[src/rtl/pc_pkg.sv]
// pc_pkg: shared state/source encodings and step constants for the PC unit.
package pc_pkg;

    // Control states of the PC unit.
    typedef enum logic [1:0] {
        BOOT = 2'd0,
        RUN  = 2'd1,
        HOLD = 2'd2
    } pc_state_e;

    // Redirect sources; the numeric order is the fixed priority order.
    typedef enum logic [1:0] {
        SRC_SEQ    = 2'd0,
        SRC_BRANCH = 2'd1,
        SRC_JUMP   = 2'd2,
        SRC_TRAP   = 2'd3
    } redirect_src_e;

    localparam int unsigned PC_STEP32 = 4;
    localparam int unsigned PC_STEP16 = 2;

endpackage

[src/rtl/pc_redirect_arb.sv]
// pc_redirect_arb: combinational priority encoder for PC redirects.
// Picks trap > jump > branch, forms the target and flags a misaligned
// jump/branch target. With PC_COMPRESSED_EN defined only bit 0 is
// checked/forced; otherwise the low two bits are.
module pc_redirect_arb
    import pc_pkg::*;
#(
    parameter int XLEN = 32
) (
    input  logic [XLEN-1:0] pc,
    input  logic            jump,
    input  logic [XLEN-1:0] jump_target,
    input  logic            branch_taken,
    input  logic [XLEN-1:0] imm,
    input  logic            trapped,
    input  logic [XLEN-1:0] trap_target,
    output redirect_src_e   src,
    output logic [XLEN-1:0] target,
    output logic            misaligned
);

`ifdef PC_COMPRESSED_EN
    localparam logic [XLEN-1:0] LOW_MASK = XLEN'(1);
`else
    localparam logic [XLEN-1:0] LOW_MASK = XLEN'(3);
`endif

    // Select the highest-priority redirect and check its alignment.
    always_comb begin
        // NOTE: every output gets a default first so no path can infer a latch.
        src        = SRC_SEQ;
        target     = '0;
        misaligned = 1'b0;
        if (trapped) begin
            src    = SRC_TRAP;
            target = trap_target & ~LOW_MASK;
        end else if (jump) begin
            src    = SRC_JUMP;
            target = jump_target;
        end else if (branch_taken) begin
            src    = SRC_BRANCH;
            target = pc + imm;
        end
        // Trap vectors are forced aligned above, so only jump/branch can fault.
        if (src == SRC_JUMP || src == SRC_BRANCH) begin
            misaligned = |(target & LOW_MASK);
        end
    end

endmodule

[src/rtl/pc_unit.sv]
// pc_unit: registered program counter with stall-time redirect capture.
// Optional feature: define PC_COMPRESSED_EN to add the inst_len16 port
// (2-byte sequential step) and relax alignment to 2 bytes.
module pc_unit
    import pc_pkg::*;
#(
    parameter int              XLEN         = 32,
    parameter logic [XLEN-1:0] RESET_VECTOR = '0
) (
    input  logic            clk,
    input  logic            reset,
    input  logic            pc_stall,
    input  logic            jump,
    input  logic [XLEN-1:0] jump_target,
    input  logic            branch_taken,
    input  logic [XLEN-1:0] imm,
    input  logic            trapped,
    input  logic [XLEN-1:0] trap_target,
`ifdef PC_COMPRESSED_EN
    input  logic            inst_len16,
`endif
    output logic [XLEN-1:0] pc,
    output logic [XLEN-1:0] next_pc,
    output logic            pc_valid,
    output logic            pending_valid,
    output logic            misaligned,
    output logic [XLEN-1:0] misaligned_addr
);

    pc_state_e       state;
    redirect_src_e   arb_src;
    logic [XLEN-1:0] arb_target;
    logic            arb_misaligned;
    redirect_src_e   pending_src;
    logic [XLEN-1:0] pending_target;
    logic [XLEN-1:0] step;
    logic            take_new;
    logic            accept_new;
    logic            flag_mis;

`ifdef PC_COMPRESSED_EN
    assign step = inst_len16 ? XLEN'(PC_STEP16) : XLEN'(PC_STEP32);
`else
    assign step = XLEN'(PC_STEP32);
`endif

    pc_redirect_arb #(.XLEN(XLEN)) u_arb (
        .pc           (pc),
        .jump         (jump),
        .jump_target  (jump_target),
        .branch_taken (branch_taken),
        .imm          (imm),
        .trapped      (trapped),
        .trap_target  (trap_target),
        .src          (arb_src),
        .target       (arb_target),
        .misaligned   (arb_misaligned)
    );

    // Decide whether this cycle's redirect is used and form the next PC.
    always_comb begin
        take_new = 1'b0;
        next_pc  = pc;
        case (state)
            RUN:     take_new = (arb_src != SRC_SEQ);
            // In HOLD a new redirect wins only at equal or higher priority.
            HOLD:    take_new = (arb_src != SRC_SEQ) && (arb_src >= pending_src);
            default: take_new = 1'b0;
        endcase
        accept_new = take_new && !arb_misaligned;
        flag_mis   = take_new && arb_misaligned && !reset;

        if (reset) begin
            next_pc = RESET_VECTOR;
        end else if (state == BOOT || pc_stall) begin
            next_pc = pc;
        end else if (accept_new) begin
            next_pc = arb_target;
        end else if (flag_mis) begin
            next_pc = pc;
        end else if (state == HOLD) begin
            next_pc = pending_target;
        end else begin
            next_pc = pc + step;
        end
    end

    // State, PC, pending-redirect and misalignment registers.
    always_ff @(posedge clk) begin
        // NOTE: sequential state uses non-blocking assignments only.
        if (reset) begin
            state           <= BOOT;
            pc              <= RESET_VECTOR;
            pc_valid        <= 1'b0;
            pending_valid   <= 1'b0;
            pending_src     <= SRC_SEQ;
            pending_target  <= '0;
            misaligned      <= 1'b0;
            misaligned_addr <= '0;
        end else begin
            pc              <= next_pc;
            misaligned      <= flag_mis;
            misaligned_addr <= flag_mis ? arb_target : '0;
            case (state)
                BOOT: begin
                    state    <= RUN;
                    pc_valid <= 1'b1;
                end
                RUN, HOLD: begin
                    if (pc_stall) begin
                        if (accept_new) begin
                            pending_valid  <= 1'b1;
                            pending_src    <= arb_src;
                            pending_target <= arb_target;
                            state          <= HOLD;
                        end
                    end else begin
                        pending_valid <= 1'b0;
                        state         <= RUN;
                    end
                end
                default: state <= BOOT;
            endcase
        end
    end

endmodule

[config.mk]
export PLATFORM = sky130hd
export DESIGN_NAME = pc_unit
export DESIGN_NICKNAME = d
export VERILOG_FILES = /design/src/rtl/pc_pkg.sv /design/src/rtl/pc_redirect_arb.sv /design/src/rtl/pc_unit.sv
export SDC_FILE = /design/constraint.sdc
export NUM_CORES = 1
export LEC_CHECK = 0
export ABC_AREA = 1
export CAP_MARGIN = 40
export CORE_AREA = 2 2 155 157
export DETAILED_ROUTE_END_ITERATION = 8
export DIE_AREA = 0 0 157 159
export GPL_TIMING_DRIVEN = 1
export MAX_ROUTING_LAYER = met4
export PLACE_DENSITY = 0.63
export RECOVER_POWER = 100
export SKIP_LAST_GASP = 1
export SLEW_MARGIN = 20
export SYNTH_ARGS = -nofsm -noshare
export SYNTH_HDL_FRONTEND = slang
export SYNTH_SLANG_ARGS = --single-unit
export TNS_END_PERCENT = 10
[constraint.sdc]
create_clock -name clk -period 4.8 [get_ports clk]
set_input_delay 0.72 -clock clk [delete_from_list [all_inputs] [get_ports clk]]
set_output_delay 0.72 -clock clk [all_outputs]
set_load 0.02 [all_outputs]
# Yosys cells after proc, flatten, opt, wreduce, memory -nomap -nowiden
# Index checks and enable logic that the tools add are counted.
# classes
add_sub_neg	2
order_cmp	1
n_eq_ne	6
muxes	18
bitwise_logic	1
reduce_logical	15
# op_table
cell	n
$mux 32	8
$add 32x3->32 const B	1
$add 32x32->32	1
$mux 2	4
$reduce_or 2->1	3
$eq 2x1->1 const B	2
$eq 2x2->1 const B	2
$logic_and 1x1->1	4
$mux 1	4
$pmux 2 s2	1
$ne 3x3->1 const B	1
$reduce_and 3->1	1
$ge 2x2->1	1
$logic_not 1->1	2
$logic_not 2->1	1
$logic_or 1x1->1	2
$ne 2x1->1 const B	1
$pmux 1 s2	1
$reduce_and 2->1	1
$reduce_bool 2->1	1
$not 1->1	1
# totals
reg_bits	103
input_bits	102
wordCells	51

# Logic depth before layout (Yosys ltp)
# depth
depth_word	12
ltp_mapped	17

# Cells and area by module
# From an unflattened synthesis, not the netlist that was laid out.
# unflattened
cells_unflattened	1517
area_unflattened_um2	8755.9
# by_module_without_submodules
module	n_inst	cells_per_inst	area_per_inst_um2
pc_unit	1	876	5617.9
pc_redirect_arb	1	641	3138.0

# Worst setup path before layout
# OpenSTA, ideal clock, no wires.
# synth_path
path_type	input -> output
start	input port jump
end	output port next_pc[3]
arrival_time_ps	2929
required_time_ps	4080
slack_ps	1151
stages	14
n_path_buf	4
cell_sequence	inv_2 -> nand2_1 -> buf_6 -> inv_1 -> clkbuf_1 -> nor2_1 -> ha_1 -> a21boi_2 -> nand4_2 -> buf_2 -> buf_2 -> nand2_1 -> o211ai_1 -> a21oi_1
# synth_between
elab_chain_len	11
word_cells_on_any_way	21
classes_between	1 x order compare; 2 x eq/ne; 10 x mux; 8 x reduce/logical
# synth_rtl
element	line	text
start, declared	pc_unit.sv:13	input logic jump,
$mux 2	pc_redirect_arb.sv:37	end else if (jump) begin
$mux 2	pc_redirect_arb.sv:34	if (trapped) begin
$ge 2x2->1, or another cell as far along	pc_unit.sv:67	HOLD: take_new = (arb_src != SRC_SEQ) && (arb_src >= pending_src);
$logic_and 1x1->1 / $logic_or 1x1->1 (equally long branches)	pc_unit.sv:67, pc_redirect_arb.sv:45	
$pmux 1 s2 / $mux 1 (equally long branches)	pc_unit.sv:64, pc_redirect_arb.sv:45	
$logic_and 1x1->1 (2 in series)	pc_unit.sv:71	flag_mis = take_new && arb_misaligned && !reset;
$mux 32	pc_unit.sv:79	end else if (flag_mis) begin
$mux 32 *	pc_unit.sv:77	end else if (accept_new) begin
$mux 32 *	pc_unit.sv:75	end else if (state == BOOT || pc_stall) begin
$mux 32 *	pc_unit.sv:73	if (reset) begin
end, declared	pc_unit.sv:23	output logic [XLEN-1:0] next_pc,
# Every way passes the cells marked *; elsewhere a longest branch is shown, timed or not.

# Worst setup path after layout
# layout_path
start	input port imm[20]
end	output port next_pc[29]
# layout_between
elab_chain_len	7
# layout_rtl
element	line	text
start, declared	pc_unit.sv:16	input logic [XLEN-1:0] imm,
$add 32x32->32	pc_redirect_arb.sv:42	target = pc + imm;
$mux 32	pc_redirect_arb.sv:40	end else if (branch_taken) begin
$mux 32	pc_redirect_arb.sv:37	
$mux 32	pc_redirect_arb.sv:34	
$mux 32	pc_unit.sv:77	
$mux 32	pc_unit.sv:75	
$mux 32	pc_unit.sv:73	
# No other way between the ends.

==> impl_metrics.env <==
export IMPL_status="complete, no violations"
export IMPL_htreeDepth=3
export IMPL_cts_buffers=9
export IMPL_multi_input_area_um2=5220
export IMPL_p_switching_mw=1.02
export IMPL_crit_arrival_ps=3960
export IMPL_routed_wl_mm=34.5
export IMPL_fin_ws_ps=122
export IMPL_max_vdd_ir_drop_mv=0.170
export IMPL_die_w_um=157
export IMPL_post_route_period_util_pct=97.4
export IMPL_grt_max_degree=59
export IMPL_rrSetupSlack_ps=920
export IMPL_yosysWarningCount=0
export IMPL_grt_pass1_wl_mm=52.1
export IMPL_clk_pin_slew_ps=80
export IMPL_cts_buffer_depth=2
export IMPL_p_seq_share_pct=35.5
export IMPL_critical_path_slowest_cell="clkdlybuf4s50_1"
export IMPL_worstPathMaxFanout=5
export IMPL_place_ws_ps=88.6
export IMPL_start_util_pct=34.7
export IMPL_fin_nets=1709
export IMPL_rsz0062_at_grt="true"
export IMPL_r2r_end="pending_target[9]"
export IMPL_antenna_left=0
export IMPL_num_antenna_cells=0
export IMPL_clock_latency_ps=360
export IMPL_max_cap_violations=0
export IMPL_synth_cell_types=40
export IMPL_pwr_share_comb_pct=37.4
export IMPL_reg2regPathDepth=13
export IMPL_final_setup_skew_ps=10.1
export IMPL_drc=0
export IMPL_crit_top_cell="nand2_1"
export IMPL_report_final_hold_viol_count=0
export IMPL_slew_limit_headroom_pct=44.6
export IMPL_startpoint_type="input pin"
export IMPL_numPortBuffers=198
export IMPL_clkPwrFrac_pct=27.1
export IMPL_drv_slew=0
export IMPL_p_per_area_nw_per_um2=244
export IMPL_wl_per_cell_um=18.3
export IMPL_whs_ps=452
export IMPL_dr_pass1_iters=5
export IMPL_switching_share_pct=38.1
export IMPL_cts_root_buf="clkbuf_16"
export IMPL_max_stage_delay_ps=680
export IMPL_cts_sinks=103
export IMPL_drt_iter0_drc=706
export IMPL_antenna_found_initial=0
export IMPL_tightest_slew_ps=831
export IMPL_crit_path_start="imm[20]"
export IMPL_fp_row_count=56
export IMPL_core_um2=23200
export IMPL_fmaxAchievable_mhz=214
export IMPL_cts_setup_buffers=0
export IMPL_finalCriticalPeriod_ps=4680
export IMPL_cp_cell_sequence="dlygate4sd3_1 > ha_1 > nand2_1 > inv_1 > a21oi_1 > nand2_1 > a21oi_1 > nand2_1 > nand2_1 > nand3_1 > nand2_1 > nand2_1 > nand2_1 > nand2_1 > a21oi_1 > clkdlybuf4s50_1"
export IMPL_viasPerCell=5.04
export IMPL_path_class="input pin to primary output"
export IMPL_hpwl_mm=27.4
export IMPL_mappedNetlistArea_um2=8050
export IMPL_vias=9539
export IMPL_synthToLayoutAreaGrowth_pct=36.4
export IMPL_avgSynthCellArea_um2=5.98
export IMPL_overflow=0
export IMPL_pin_count=201
export IMPL_grt_usage_pct=28.1
export IMPL_register_area_um2=2060
export IMPL_die_area_um2=25000
export IMPL_synthesis_nets=1487
export IMPL_required_ps=4080
export IMPL_power_leakage_nw=5.19
export IMPL_hold_class="register to register"
export IMPL_r2r_start="pc[0]"
export IMPL_synthCells=1346
export IMPL_nFillCells=2463
export IMPL_synth_seq_cells=103
export IMPL_cts_tree="built"
export IMPL_die_y_um=159
export IMPL_setup_worst_path_end_class="primary output"
export IMPL_post_route_util_pct=47.3
export IMPL_yosysSeqAreaShare_pct=25.6
export IMPL_p_int_mw=1.66
export IMPL_layout_drive_gt1_share_pct=7.12
export IMPL_grt_pass1_vias=8977
export IMPL_crit_path_end="next_pc[29]"
export IMPL_routabilityCongestion=0.931
export IMPL_final_setup_viol_count=0
## synthesized netlist by cell type
master | instances | share of area (%)
a211oi_1 | 1 | 0.093
a21boi_2 | 1 | 0.14
a21o_1 | 2 | 0.19
a21oi_1 | 164 | 10
a31oi_1 | 13 | 1.0
and2_1 | 2 | 0.16
and3_1 | 1 | 0.078
buf_1 | 1 | 0.047
buf_2 | 18 | 1.1
buf_4 | 1 | 0.093
buf_6 | 2 | 0.28
clkbuf_1 | 31 | 1.4
clkinv_1 | 2 | 0.093
dfxtp_1 | 103 | 26
fa_1 | 1 | 0.25
ha_1 | 38 | 5.9
inv_1 | 140 | 6.5
inv_2 | 4 | 0.19
nand2_1 | 353 | 16
nand2_2 | 2 | 0.16
nand2b_1 | 1 | 0.078
nand3_1 | 106 | 6.6
nand3b_1 | 5 | 0.47
nand4_1 | 12 | 0.93
nand4_2 | 1 | 0.16
nor2_1 | 133 | 6.2
nor2_4 | 1 | 0.14
nor3_1 | 12 | 0.75
nor3b_1 | 1 | 0.093
nor4_1 | 3 | 0.23
o211ai_1 | 20 | 1.9
o21a_1 | 5 | 0.47
o21ai_0 | 104 | 6.5
o21ai_1 | 5 | 0.31
o21ai_2 | 1 | 0.11
o21bai_1 | 8 | 0.75
or2_0 | 1 | 0.078
or2_2 | 28 | 2.2
xnor2_1 | 6 | 0.65
xor2_1 | 13 | 1.4
## flip-flops by register name, summed over array words and instances (netlist names)
name / count
pc: 32
pc_valid: 1
pending_valid: 1
misaligned_addr: 32
pending_src: 2
state: 2
pending_target: 32
misaligned: 1
## critical path: cells and delay by family
kind	cells	cell delay, ps
buf+inv	3	1300
compound gates	3	730
fa+ha+maj	1	390
simple gates	9	820
## final cells by class
class / count / area share (%)
Inverter: 146 / 4.99
Timing Repair Buffer: 264 / 22.4
Tap cell: 319 / 3.64
Multi-Input combinational cell: 1044 / 47.6
Clock inverter: 7 / 0.559
Clock buffer: 9 / 2.05
Sequential cell: 103 / 18.8
## routing by layer
layer  up-vias  GRT usage, %  part of all wire, %
met5         -             -                    0
met4         0          8.17                  3.2
met3        46          2.37                  5.7
met2       350          46.9                   47
met1      4257          36.1                   44
li1       4886             -                    -
## cell usage in the layout (no fill, tap or decap), types with 3 or more instances in the layout
master,n
xor2_1,13
o21ai_1,4
nand3b_1,5
xnor2_1,6
inv_1,141
dlygate4sd3_1,78
nand3_1,106
nand2_1,354
a21oi_1,164
buf_4,53
dfxtp_1,103
a31oi_1,13
nor3_1,12
nand4_1,12
nor4_1,3
clkdlybuf4s50_1,120
or2_2,28
o211ai_1,20
clkbuf_16,9
clkbuf_1,8
o21a_1,5
inv_2,3
o21bai_1,8
ha_1,38
o21ai_0,105
nor2_1,131
## cells by family (layout without fill, tap and decap cells)
logic type	Yosys count	in the layout	share of synthesized area, %
and+or+nand+nor	662	662	34.8
buffers and inverters	199	426	9.80
xor gates and xnor gates	19	19	2.07
AOI/OAI and AO/OA	324	324	21.6
DFF	103	103	25.6
adders and majority gates	39	39	6.16
## power by group through the flow
stage | combinational, mW | sequential [mW] | clock [mW]
global placement | 1.00 | 0.973 | 0
global route | 1.10 | 0.955 | 0.764
finish | 1.00 | 0.951 | 0.724
detailed placement | 1.01 | 0.972 | 0
CTS | 1.01 | 0.953 | 0.737
floorplan | 0.528 | 0.993 | 0
## metrics by stage
stage / instance area (µm²) / instances / power (mW) / TNS [ps]
floorplan: 8050 / 1346 / 1.52 / 0
global route: 11000 / 1892 / 2.82 / -150
detailed placement: 10700 / 1876 / 1.98 / 0
finish: 11000 / 1892 / 2.68 / 0
global placement: 10700 / 1875 / 1.97 / 0
CTS: 11000 / 1892 / 2.70 / 0
## worst min-delay path by stage
stage	startpoint	to	slack (ps)	cells past startpoint
2_1_floorplan	pending_target[7]	pending_target[7]	430	2
3_3_place_gp	pending_target[7]	pending_target[7]	440	2
3_5_place_dp	pending_target[7]	pending_target[7]	440	2
4_1_cts	pending_target[7]	pending_target[7]	460	2
5_1_grt	pending_target[7]	pending_target[7]	480	2
6_report	pending_target[7]	pending_target[7]	450	2
## timing repair
action,4_1_cts,5_1_grt
gates resized for setup,0,4
endpoints found under the setup margin,0,22
hold buffers,0,0
endpoints found under the hold margin,0,0
Note: power is estimated with default switching activity, not from simulation.
